<file path="config.mk">
export PLATFORM = sky130hd
export DESIGN_NAME = serial_add_ctrl
export DESIGN_NICKNAME = d
export VERILOG_FILES = /design/src/rtl/serial_add_pkg.sv /design/src/rtl/serial_add_ctrl_fa_cell.sv /design/src/rtl/serial_add_ctrl.sv
export SDC_FILE = /design/constraint.sdc
export NUM_CORES = 1
export LEC_CHECK = 0
export CAP_MARGIN = 0
export CORE_ASPECT_RATIO = 2
export CORE_MARGIN = 1.5
export CORE_UTILIZATION = 50
export CTS_BUF_LIST = sky130_fd_sc_hd__clkbuf_4 sky130_fd_sc_hd__clkbuf_8 sky130_fd_sc_hd__clkbuf_16
export CTS_CLUSTER_DIAMETER = 40
export CTS_CLUSTER_SIZE = 25
export DETAILED_ROUTE_END_ITERATION = 12
export MAX_ROUTING_LAYER = met4
export PLACE_DENSITY = 0.86
export SYNTH_ARGS = -nofsm -noshare
export SYNTH_HDL_FRONTEND = slang
export SYNTH_SLANG_ARGS = --single-unit
</file>
<file path="constraint.sdc">
create_clock -name clk -period 1.9 [get_ports clk]
set_clock_uncertainty 0.15 [all_clocks]
set_input_delay 0.38 -clock clk [delete_from_list [all_inputs] [get_ports clk]]
set_output_delay 0.38 -clock clk [all_outputs]
set_load 0.1 [all_outputs]
</file>
<file path="src/rtl/serial_add_pkg.sv">
// Shared types and constants for the bit-serial adder controller.
package serial_add_pkg;

  typedef enum logic [1:0] {
    IDLE = 2'd0,
    RUN  = 2'd1,
    DONE = 2'd2
  } state_e;

  localparam int MIN_N = 2;
  localparam int MAX_N = 32;

  // Bit-index counter width; counts 0..n-1.
  function automatic int cw(input int n);
    return (n <= 2) ? 1 : $clog2(n);
  endfunction

endpackage

</file>
<file path="src/rtl/serial_add_ctrl_fa_cell.sv">
// Single-bit full adder built from two half adders and an OR of their carries.

module half_adder (
  input  logic x,
  input  logic y,
  output logic s,
  output logic c
);
  assign s = x ^ y;
  assign c = x & y;
endmodule

module fa_cell (
  input  logic x,
  input  logic y,
  input  logic ci,
  output logic s,
  output logic co
);
  logic s0, c0, c1;

  half_adder u_ha0 (.x(x),  .y(y),  .s(s0), .c(c0));
  half_adder u_ha1 (.x(s0), .y(ci), .s(s),  .c(c1));

  assign co = c0 | c1;
endmodule

</file>
<file path="src/rtl/serial_add_ctrl.sv">
// Bit-serial N-bit adder: one full-adder cell reused over N cycles,
// LSB first, behind a start/busy/done handshake.

module serial_add_ctrl
  import serial_add_pkg::*;
#(
  parameter  int N  = 8,
  localparam int CW = cw(N)
) (
  input  logic         clk,
  input  logic         rst,
  input  logic         start,
  input  logic [N-1:0] a,
  input  logic [N-1:0] b,
  input  logic         cin,
  output logic         busy,
  output logic         done,
  output logic [N-1:0] sum,
  output logic         cout
);

  localparam logic [1:0] S_IDLE = IDLE;
  localparam logic [1:0] S_RUN  = RUN;
  localparam logic [1:0] S_DONE = DONE;
  localparam logic [CW-1:0] LAST = CW'(N - 1);

  if (N < MIN_N || N > MAX_N) begin : g_bad_n
    $fatal(1, "serial_add_ctrl: N=%0d outside %0d..%0d", N, MIN_N, MAX_N);
  end

  logic [1:0]    state_q, state_d;
  logic [CW-1:0] cnt_q,   cnt_d;
  logic [N-1:0]  sa_q,    sa_d;
  logic [N-1:0]  sb_q,    sb_d;
  logic [N-1:0]  ss_q,    ss_d;
  logic          carry_q, carry_d;
  logic [N-1:0]  sum_q,   sum_d;
  logic          cout_q,  cout_d;

  logic fa_s, fa_co;

  fa_cell u_fa (
    .x (sa_q[0]),
    .y (sb_q[0]),
    .ci(carry_q),
    .s (fa_s),
    .co(fa_co)
  );

  // Next-state: sequencing, shifting and result capture on the last bit.
  always_comb begin
    state_d = state_q;
    cnt_d   = cnt_q;
    sa_d    = sa_q;
    sb_d    = sb_q;
    ss_d    = ss_q;
    carry_d = carry_q;
    sum_d   = sum_q;
    cout_d  = cout_q;
    case (state_q)
      S_IDLE: begin
        if (start) begin
          sa_d    = a;
          sb_d    = b;
          carry_d = cin;
          cnt_d   = '0;
          state_d = S_RUN;
        end
      end
      S_RUN: begin
        ss_d    = {fa_s, ss_q[N-1:1]};
        sa_d    = sa_q >> 1;
        sb_d    = sb_q >> 1;
        carry_d = fa_co;
        if (cnt_q == LAST) begin
          // Publish the full word including the bit computed this edge;
          // cnt stays at N-1 so it never wraps.
          sum_d   = {fa_s, ss_q[N-1:1]};
          cout_d  = fa_co;
          state_d = S_DONE;
        end else begin
          cnt_d = cnt_q + CW'(1);
        end
      end
      S_DONE:  state_d = S_IDLE;
      default: state_d = S_IDLE;
    endcase
  end

  // State, datapath and result registers with synchronous reset.
  always_ff @(posedge clk) begin
    if (rst) begin
      state_q <= S_IDLE;
      cnt_q   <= '0;
      sa_q    <= '0;
      sb_q    <= '0;
      ss_q    <= '0;
      carry_q <= 1'b0;
      sum_q   <= '0;
      cout_q  <= 1'b0;
    end else begin
      state_q <= state_d;
      cnt_q   <= cnt_d;
      sa_q    <= sa_d;
      sb_q    <= sb_d;
      ss_q    <= ss_d;
      carry_q <= carry_d;
      sum_q   <= sum_d;
      cout_q  <= cout_d;
    end
  end

  assign busy = (state_q == S_RUN);
  assign done = (state_q == S_DONE);
  assign sum  = sum_q;
  assign cout = cout_q;

endmodule

</file>
==> summary.md <==
| Metric | Value |
|---|---|
| DRC Markers | `0` |
| Netlist Area Pre-Place | `1800 um2` |
| CP Class | `reg -> out` |
| HP Class | `reg -> reg` |
| Placed cell area | `2200 um2` |
| Final ANT Viol Nets | `0` |
| CTS Root Cell | `clkbuf_8` |
| Maximum clock insertion buffer count | `2` |
| Share of layout cells above drive strength 1 | `30.7%` |
| Commonest non-fill, non-tap cells in the layout | `dfxtp_1, nand2_1, clkdlybuf4s50_1` |
| Die W | `45.4 um` |
| Vias in the first global route | `1307` |
| Worst EP required | `1.37 ns` |
| Setup Buffers After CTS | `0` |
| Fin crit share | `96.1%` |
| Initial antenna violation count | `0` |
| Yosys Warn Count | `0` |
| CTS hold repair buffers | `0` |
| Setup crit start | `state_q[0]$_SDFFE_PP0P_` |
| Setup TNS | `0 ns` |
| Syn nets | `200` |
| Final Hold Vio Count | `0` |
| Initial Util | `52.6%` |
| IO Port Bufs | `30` |
| Endpoint class of the critical path | `primary output` |
| Sinks on Clock Net | `38` |
| Die Area | `3980 um2` |
| Worst R2R Path Depth | `5` |
| Post-route design area | `2320 um2` |
| Dpl cells | `246` |
| Largest net degree at the start of global routing | `39` |
| Row cnt | `30` |
| CP Launch Type | `register` |
| N_diodes | `0` |
| RR Startpoint | `cnt_q[0]$_SDFFE_PP0P_` |
| Final hold slack | `0.314 ns` |
| Outcome | `completed` |
| WP data arrival | `1.30 ns` |
| Starting DRT DRC Count | `33` |
| Final HPWL DP | `2290 um` |
| # IOs | `31` |
| Power density cells | `784 nW/um2` |
| Critical-path maximum fanout | `17` |
| CORE AREA | `3420 um2` |
| DR vias | `1339` |
| First-pass GRT wire length | `5650 um` |
| Worst skew pair latency | `0.29 ns` |
| Distinct cells, synth | `32` |
| Final setup fails | `0` |
| H-Tree Depth | `2` |
| Hold_sp | `ss_q[1]$_SDFFE_PP0N_` |
| Routability cong. | `0.751` |
| Synth Instances | `177` |
| Unrepaired setup endpoints after global routing | `false` |
| Drt first pass iters | `4` |
| Post-synth EDFFs | `0` |
| CTS tree | `built` |
| Final wirelength | `3330 um` |
| WL/cell | `13.2 um` |
| Fmax | `548 MHz` |
| Min Tclk post-route | `1.83 ns` |
| Peak supply drop | `0.726 mV` |
| Final Max Tran Viols | `0` |
| Non-Filler Instances | `253` |
| Post-synthesis sequential area ratio | `42.3%` |
| Reg clk slew, reported paths | `0.07 ns` |
| Post-synthesis async set-or-reset flop share | `0%` |
| Slew @ Worst Pin | `0.473 ns` |
| Final net count | `228` |
| Avg Cell Area, Syn | `10.2 um2` |
| Die Ht | `87.8 um` |
| Ys flop type | `dfxtp_1` |
| Vias per inst | `5.29` |
| GRT Overall Usage | `19.9%` |
| Slew HR | `68.4%` |
| WHS Path Cells | `2` |
| Syn-to-layout area delta | `28.9%` |
| Max Cap Viol | `0` |
| Commonest non-fill, non-tap cell in the layout | `dfxtp_1` |
| P_leak | `0.824 nW` |
| CTS buffer count | `5` |
| Yosys reg bits | `38` |
| GRT overflow | `0` |
==> where the power goes <==
| part | total [mW] | leakage, nW | switching [mW] | internal (mW) |
|---|---|---|---|---|
| sequential | 0.866 | 0.311 | 0.0319 | 0.834 |
| combinational | 0.257 | 0.455 | 0.129 | 0.128 |
| clock | 0.692 | 0.0573 | 0.273 | 0.420 |
| total | 1.82 | 0.824 | 0.434 | 1.38 |
==> metal layers <==
layer	share of wire (%)	up-vias	global-route usage [%]
met5	0	-	-
met4	2.6	0	9.63
met1	36	633	18.8
met2	58	32	35.1
met3	3.4	9	5.15
li1	-	665	-
==> cell type report <==
cell class                      instances  area (um2)
Inverter                                2        12.5
Clock buffer                            6        82.6
Tap cell                               48        60.1
Multi-Input combinational cell        122         876
Sequential cell                        38         762
Timing Repair Buffer                   36         493
Clock inverter                          1        30.0
Fill cell                             270        1100
==> kinds of logic after synthesis <==
family	after synthesis	share of synthesized area, %
flops	38	42.3
buf+inv	17	9.05
mux	16	8.91
fa+ha+maj	3	2.51
simple gates	64	18.4
compound gates	39	18.8
==> through the flow <==
step	util, %	setup WS, ns	total power [mW]
after floorplan	-	0.000560	1.07
after global placement	64.5	0.120	1.13
after detailed placement	64.5	0.0859	1.14
after CTS	67.8	0.0130	1.83
after global routing	67.8	0.00781	1.88
final	67.8	0.0747	1.82
==> what timing repair did <==
| item | CTS | global route |
|---|---|---|
| resized for setup | 0 | 1 |
| setup endpoints to repair | 0 | 1 |
| endpoints found under the hold margin | 0 | 0 |
==> registers in the layout, summed over array words and instances, names as in the netlist <==
| register | count |
|---|---|
| cnt_q | 3 |
| state_q | 2 |
| sa_q | 8 |
| sb_q | 8 |
| ss_q | 7 |
| cout | 1 |
| sum | 8 |
| carry_q | 1 |
==> cells in the mapped netlist (2+ instances only) <==
cell | count | share of area, %
buf_8 | 2 | 1.7
a21oi_2 | 2 | 0.98
nand3_2 | 2 | 1.1
a21oi_1 | 15 | 4.2
buf_6 | 5 | 3.1
nand3_1 | 11 | 3.1
nor2_1 | 4 | 0.84
a22oi_1 | 2 | 0.84
buf_2 | 3 | 0.84
nor2_2 | 15 | 5.2
mux2i_1 | 16 | 8.9
nand2_1 | 26 | 5.4
a211oi_2 | 15 | 10
a31oi_1 | 3 | 1.0
dfxtp_1 | 38 | 42
ha_1 | 2 | 1.4
==> path summary, 6_finish.rpt <==
check	slack (ns)	endpoint
worst max-delay path	0.07	busy
worst min-delay path	0.31	sum[0]$_SDFFE_PP0P_
worst max register to register	0.24	sum[7]$_SDFFE_PP0P_
worst min register to register	0.31	sum[0]$_SDFFE_PP0P_
==> critical path: stages (launching register included) <==
cell      delay, ns
dfxtp_1        0.51
nand2b_4       0.14
clkinv_4       0.15
buf_12         0.19
(Power assumes the default switching activity.)
